===== src/rtl/fifo_ctrl.sv =====
// fifo_ctrl: pointer, occupancy, flag and state control for an external 2**ADDR_W x DATA_W FIFO memory
module fifo_ctrl #(
  parameter int DATA_W = 10,
  parameter int ADDR_W = 4,
  parameter int AF_THR = 14,
  parameter int AE_THR = 2
) (
  input  logic              clk,
  input  logic              reset,
  input  logic              push,
  input  logic              pop,
  input  logic [DATA_W-1:0] data_in,
  output logic              wr_en,
  output logic [ADDR_W-1:0] wr_add,
  output logic [DATA_W-1:0] data_to_mem,
  output logic              rd_en,
  output logic [ADDR_W-1:0] rd_add,
  output logic              data_valid,
  output logic [ADDR_W:0]   count,
  output logic              full,
  output logic              empty,
  output logic              almost_full,
  output logic              almost_empty,
  output logic              overflow,
  output logic              underflow,
  output logic [1:0]        state
);
  typedef enum logic [1:0] {ST_EMPTY, ST_PARTIAL, ST_FULL, ST_ERROR} state_t;
  localparam logic [ADDR_W:0] DEPTH = {1'b1, {ADDR_W{1'b0}}};
  localparam logic [ADDR_W:0] AF_C = AF_THR[ADDR_W:0];
  localparam logic [ADDR_W:0] AE_C = AE_THR[ADDR_W:0];
  logic [ADDR_W-1:0] wr_ptr_q, wr_ptr_d, rd_ptr_q, rd_ptr_d;
  logic [ADDR_W:0] count_q, count_d;
  logic valid_q, ovf_q, ovf_d, unf_q, unf_d;
  logic ovf_ev, unf_ev;
  state_t state_q, state_d;
  assign full = count_q == DEPTH;
  assign empty = count_q == '0;
  assign almost_full = count_q >= AF_C;
  assign almost_empty = count_q <= AE_C;
  assign wr_en = push & ~full & ~reset;
  assign rd_en = pop & ~empty & ~reset;
  assign wr_add = wr_ptr_q;
  assign rd_add = rd_ptr_q;
  assign data_to_mem = data_in;
  assign data_valid = valid_q;
  assign count = count_q;
  assign overflow = ovf_q;
  assign underflow = unf_q;
  assign state = state_q;
  assign ovf_ev = push & full;
  assign unf_ev = pop & empty;
  // next pointers, occupancy, sticky errors and controller state
  always_comb begin
    wr_ptr_d = wr_en ? wr_ptr_q + 1'b1 : wr_ptr_q;
    rd_ptr_d = rd_en ? rd_ptr_q + 1'b1 : rd_ptr_q;
    count_d = (wr_en & ~rd_en) ? count_q + 1'b1 : (rd_en & ~wr_en) ? count_q - 1'b1 : count_q;
    ovf_d = ovf_q | ovf_ev;
    unf_d = unf_q | unf_ev;
    state_d = (state_q == ST_ERROR || ovf_ev || unf_ev) ? ST_ERROR :
              count_d == DEPTH ? ST_FULL : count_d == '0 ? ST_EMPTY : ST_PARTIAL;
  end
  // datapath registers; reset discards all occupancy without touching memory
  always_ff @(posedge clk or posedge reset) begin
    if (reset) begin
      wr_ptr_q <= '0;
      rd_ptr_q <= '0;
      count_q <= '0;
      valid_q <= 1'b0;
      ovf_q <= 1'b0;
      unf_q <= 1'b0;
    end else begin
      wr_ptr_q <= wr_ptr_d;
      rd_ptr_q <= rd_ptr_d;
      count_q <= count_d;
      valid_q <= rd_en;
      ovf_q <= ovf_d;
      unf_q <= unf_d;
    end
  end
  // controller state; ERROR is left only through reset
  always_ff @(posedge clk or posedge reset) begin
    if (reset) state_q <= ST_EMPTY;
    else state_q <= state_d;
  end
endmodule

===== config.mk =====
export PLATFORM = sky130hd
export DESIGN_NAME = fifo_ctrl
export DESIGN_NICKNAME = d
export VERILOG_FILES = /design/src/rtl/fifo_ctrl.sv
export SDC_FILE = /design/constraint.sdc
export NUM_CORES = 1
export LEC_CHECK = 0
export ABC_AREA = 1
export BUFFER_PORTS_ARGS = -buffer_cell sky130_fd_sc_hd__buf_2
export CORE_MARGIN = 1.5
export CORE_UTILIZATION = 42
export CTS_BUF_LIST = sky130_fd_sc_hd__clkbuf_4 sky130_fd_sc_hd__clkbuf_8 sky130_fd_sc_hd__clkbuf_16
export DETAILED_ROUTE_END_ITERATION = 7
export GPL_TIMING_DRIVEN = 0
export MAX_ROUTING_LAYER = met4
export PLACE_DENSITY = 0.82
export SLEW_MARGIN = 30
export SYNTH_ARGS = -nofsm -noshare
export SYNTH_HDL_FRONTEND = slang
export SYNTH_SLANG_ARGS = --single-unit
export TNS_END_PERCENT = 10

===== constraint.sdc =====
create_clock -name clk -period 1.55 [get_ports clk]
set_input_delay 0.0775 -clock clk [delete_from_list [all_inputs] [get_ports clk]]
set_output_delay 0.0775 -clock clk [all_outputs]
set_load 0.1 [all_outputs]

; ---- Yosys cells after proc, flatten, opt, wreduce, memory -nomap -nowiden
; Cells that the tools add are included.
[op_classes]
order_cmp = 2
bitwise_logic = 15
n_addsub = 4
muxes = 5
n_eq_ne = 3
reduce_logical = 4
[op_table]
columns = cell, count
row1 = == test 5 bit (second input constant), 2
row2 = logical NOT 5 bit, 2
row3 = two-way mux 5 bit, 2
row4 = adder 4 x 1 -> 4 bit (second input constant), 2
row5 = bitwise AND 1 bit, 8
row6 = adder 5 x 1 -> 5 bit (second input constant), 1
row7 = greater-or-equal comparator 5 x 4 -> 1 bit (second input constant), 1
row8 = <= comparator 5 x 2 -> 1 bit (second input constant), 1
row9 = inverter 1 bit, 5
row10 = subtractor 5 x 1 -> 5 bit (second input constant), 1
row11 = two-way mux 2 bit, 2
row12 = == test 2 bit (second input constant), 1
row13 = logical OR 1 bit, 2
row14 = bitwise OR 1 bit, 2
row15 = two-way mux 1 bit, 1
[word_totals]
wordCells = 40
regBits = 18
inputBits = 14
out_inout_bits = 34

; ---- Depth between registers and ports, before layout
[logic_depth]
depth_word = 12
mapped_depth = 13
mapped_depth_nobuf = 13

; ---- Worst setup path after synthesis
; No wires, ideal clock.
[synth_path]
path_kind = flip-flop to output port
from = register count_q[1] (netlist: count[1])
to = output port almost_full
t_arrival_ps = 3462
t_required_ps = 1472
n_path_buf = 0
setup_slack_ps = -1989
path_stages_with_launch = 4
cell_sequence = dfrtp_1 > ha_1 > nor2_1 > o21ai_0
[synth_via]
elab_chain_len = 1
[synth_lines]
columns = item, line
row1 = from (decl), 33  ; logic [ADDR_W:0] count_q, count_d;
row2 = from (signal assigned), 75  ; count_q <= count_d;
row3 = greater-or-equal comparator 5 x 4 -> 1 bit, 39  ; assign almost_full = count_q >= AF_C;
row4 = to (decl), 22  ; output logic almost_full,
; No other way between the ends.

; ---- Worst setup path in the final report
[layout_path]
from = register count_q[0] (netlist: count[0])
to = register state_q[1] (netlist: state[1])
[layout_via]
elab_chain_len = 11
word_cells_on_any_way = 23
classes_between = add/sub: 2 / eq/ne: 2 / mux: 4 / bitwise: 12 / reduce/logical: 3
[layout_lines]
columns = item, line
row1 = == test 5 bit, 37  ; assign full = count_q == DEPTH;
row2 = inverter 1 bit, 41  ; assign wr_en = push & ~full & ~reset;
row3 = bitwise AND 1 bit (2 in a row), 41
row4 = inverter 1 bit, 57  ; count_d = (wr_en & ~rd_en) ? count_q + 1'b1 : (rd_en & ~wr_en) ? count_q - 1'b1 : count_q;
row5 = bitwise AND 1 bit, 57
row6 = two-way mux 5 bit (2 in a row), 57
row7 = == test 5 bit, 61  ; count_d == DEPTH ? ST_FULL : count_d == '0 ? ST_EMPTY : ST_PARTIAL;
row8 = two-way mux 2 bit, 61
row9 = two-way mux 2 bit *, 60  ; state_d = (state_q == ST_ERROR || ovf_ev || unf_ev) ? ST_ERROR :
row10 = named net state_d[1], 36  ; state_t state_q, state_d;
row11 = to (signal assigned), 84  ; else state_q <= state_d;
row12 = to (decl), 36
; The timed path passes the listed nets; every way through them passes the cells marked *.
; A chain may end at the register's enable or synchronous reset.

==> flow_summary.toml <==
[synthesis]
yosysTopAreaCell = "dfrtp_1"
synth.avg_cell_area_um2 = 8.34
synth_area_um2 = 1080
synth-main-ff-cell = "dfrtp_1"
synth_nets = 149
ys_seq_area_frac = 0.415
synth_top_area_share = 0.415
synth_most_common_cell = "nand2_1"
synth_commonest_cells = "nand2_1, dfrtp_1, inv_1"
async_flop_share = 1.00
synth-edff-count = 0
ys_types = 23
synthTopCellsByArea = "dfrtp_1, nand2_1, buf_4"
ys_ff_latch = 18
syn_inst = 130
yosys_warnings = 0

[layout]
drive_gt1_frac = 0.530
area_delta_synth_final_pct = 50.1
antennaDiodeCount = 0
design_area_um2 = 1630
fin_nets = 203
final_cells = 213

[placed_design]
place_area_um2 = 1350
dpl.hpwl_um = 1820
placedCellCount = 197
io_buffers = 37
place_ws_ns = -0.260
place_congestion = 0.803

[critical_path]
start_kind = "flop"
reg2reg_from = "count[0]$_DFF_PP0_"
crit_end = "state[1]$_DFF_PP0_"
cp_num_buf_inv = 2
cp_slowest_cell = "dfrtp_4"
cp-end-kind = "flop"
crit_start = "count[0]$_DFF_PP0_"
reg2reg_depth = 11
path_class = "flop to flop"
cpMostUsedCell = "nand2_1"
ff2ff_setup_slack_ns = -0.25
cp.depth = 11
worst-endpoint-arrival_ns = 1.98
crit_family = "simple AND/OR/NAND/NOR gates"
cp_max_fo = 4
crit_path_max_incr_delay_ns = 0.51
crit_chain = "inv_4 -> ha_4 -> inv_2 -> nor2_4 -> a21oi_2 -> nor2_2 -> nand2_1 -> nand3_1 -> nand2_2 -> nand4_1 -> nand2_1"
cp.required_ns = 1.74
r2r-end = "state[1]$_DFF_PP0_"

[sta]
worst_slack_ns = -0.246
period_minus_slack_ns = 1.80
tns_ns = -1.72
max_slew_margin = 0.471
final_hold_viol_count = 0
rsz0062_at_grt = "yes"
fin_crit_sh = 1.16
clock_skew_ns = 0.00284
clock.fmax_mhz = 557
tightestPinTransition_ns = 0.790
slew_violations = 0
finalSetupViolations = 12

[routing]
drc_errors = 0
routedLengthMet1_um = 1090
met2_length_um = 1410
wl_um = 2750
top_layer_used = "met4"
met3WireLength_um = 185
wl_per_cell_um = 12.9
ant_nets = 0
first_pass_iters = 4
via_per_inst = 5.01
drtIter0Drc = 12
vias = 1068

[clock_network]
numCtsBuffers = 3
path_clk_slew_ns = 0.10
clk_latency_ns = 0.30
cts_tree = "built"
htreeDepth = 1
cts_root_buf = "clkbuf_4"
max-clock-path-buffers = 2
cts_sinks = 18

[floorplanning]
die_width_um = 53.8
die_h_um = 53.8
io_pins = 48
num_rows = 18
initial_utilization = 0.442
die_area_um2 = 2900
core-area_um2 = 2450

[grt]
grt_use_total = 0.203
globalRoute.totalOverflow = 0
antenna_found_initial = 0
grt_max_degree = 19
grt_pass1_vias = 916
grt_pass1_wl_um = 4040

[job]
maxCapViolations = 0

[hold_path]
hp-class = "primary input to flop"

[outcome]
status = "finished, violations left"
violations = "negative setup slack"
## kinds of logic (layout without fill, tap and decap cells)
group / count (synthesis) / after routing / synth area share
adders and majority gates: 5 / 5 / 0.0577
DFF: 18 / 18 / 0.415
buffers and inverters: 28 / 81 / 0.134
xor gates and xnor gates: 7 / 7 / 0.0565
and+or+nand+nor: 68 / 68 / 0.316
AOI/OAI and AO/OA: 4 / 4 / 0.0208
## state kept, by name (all words and copies together) (netlist names)
name and count:
state 2, data_valid 1, overflow 1, underflow 1, wr_add 4, count 5, rd_add 4
## worst min path at each step
stage	slack (ns)	start	endpoint	depth (start not counted)
2_1_floorplan	0.05	reset	count[0]$_DFF_PP0_	1
3_3_place_gp	0.28	reset	underflow$_DFF_PP0_	2
3_5_place_dp	0.28	reset	underflow$_DFF_PP0_	2
4_1_cts	0.02	reset	data_valid$_DFF_PP0_	2
5_1_grt	0.13	reset	data_valid$_DFF_PP0_	3
6_report	0.13	pop	rd_add[0]$_DFFE_PP0P_	3
## worst min-delay path: cells and delay by family
family | cells | cell delay, ns
XOR/XNOR | 1 | 0.06
buffers and inverters | 1 | 0.14
AND/OR/NAND/NOR | 1 | 0.12
## layout by cell type (no fill, tap or decap), types with 3 or more instances in the layout
cell,synthesis,routed
buf_12,0,5
buf_2,0,31
buf_4,10,21
clkbuf_4,0,3
dfrtp_1,18,13
dfrtp_2,0,3
ha_1,5,4
inv_1,17,14
nand2_1,30,26
nand2_2,3,5
nand2_4,2,4
nand3_1,7,5
nand3_2,3,3
nand4_1,4,4
nor2_1,10,8
nor2_4,1,4
xnor2_1,5,5
## layer usage
metal  vias up  global-route usage
met4         0               0.103
met3         7              0.0389
li1        503                   -
met5         -                   -
met2        44               0.317
met1       514               0.248
## cell type report
| class | instances | area, um^2 |
|---|---|---|
| Timing Repair Buffer | 49 | 363 |
| Tap cell | 30 | 37.5 |
| Buffer | 10 | 75.1 |
| Inverter | 18 | 75.1 |
| Multi-Input combinational cell | 84 | 579 |
| Sequential cell | 18 | 462 |
| Clock buffer | 4 | 36.3 |
| Fill cell | 198 | 827 |
## metrics by stage
step | hold slack (ns) | util
final | 0.131 | 0.663
after global routing | 0.129 | 0.663
after CTS | 0.0221 | 0.634
after detailed placement | 0.285 | 0.550
after global placement | 0.275 | 0.550
after floorplan | 0.0484 | -
## what timing repair did
action / CTS / global route
endpoints found under the hold margin: 18 / 0
gates resized for setup: 32 / 7
setup buffers: 5 / 6
hold buffers: 1 / 0
setup endpoints to repair: 15 / 16
pin swaps: 9 / 13
Power is not shown: default switching activity piles up to over one toggle a cycle in this logic, so the estimate is an artifact.
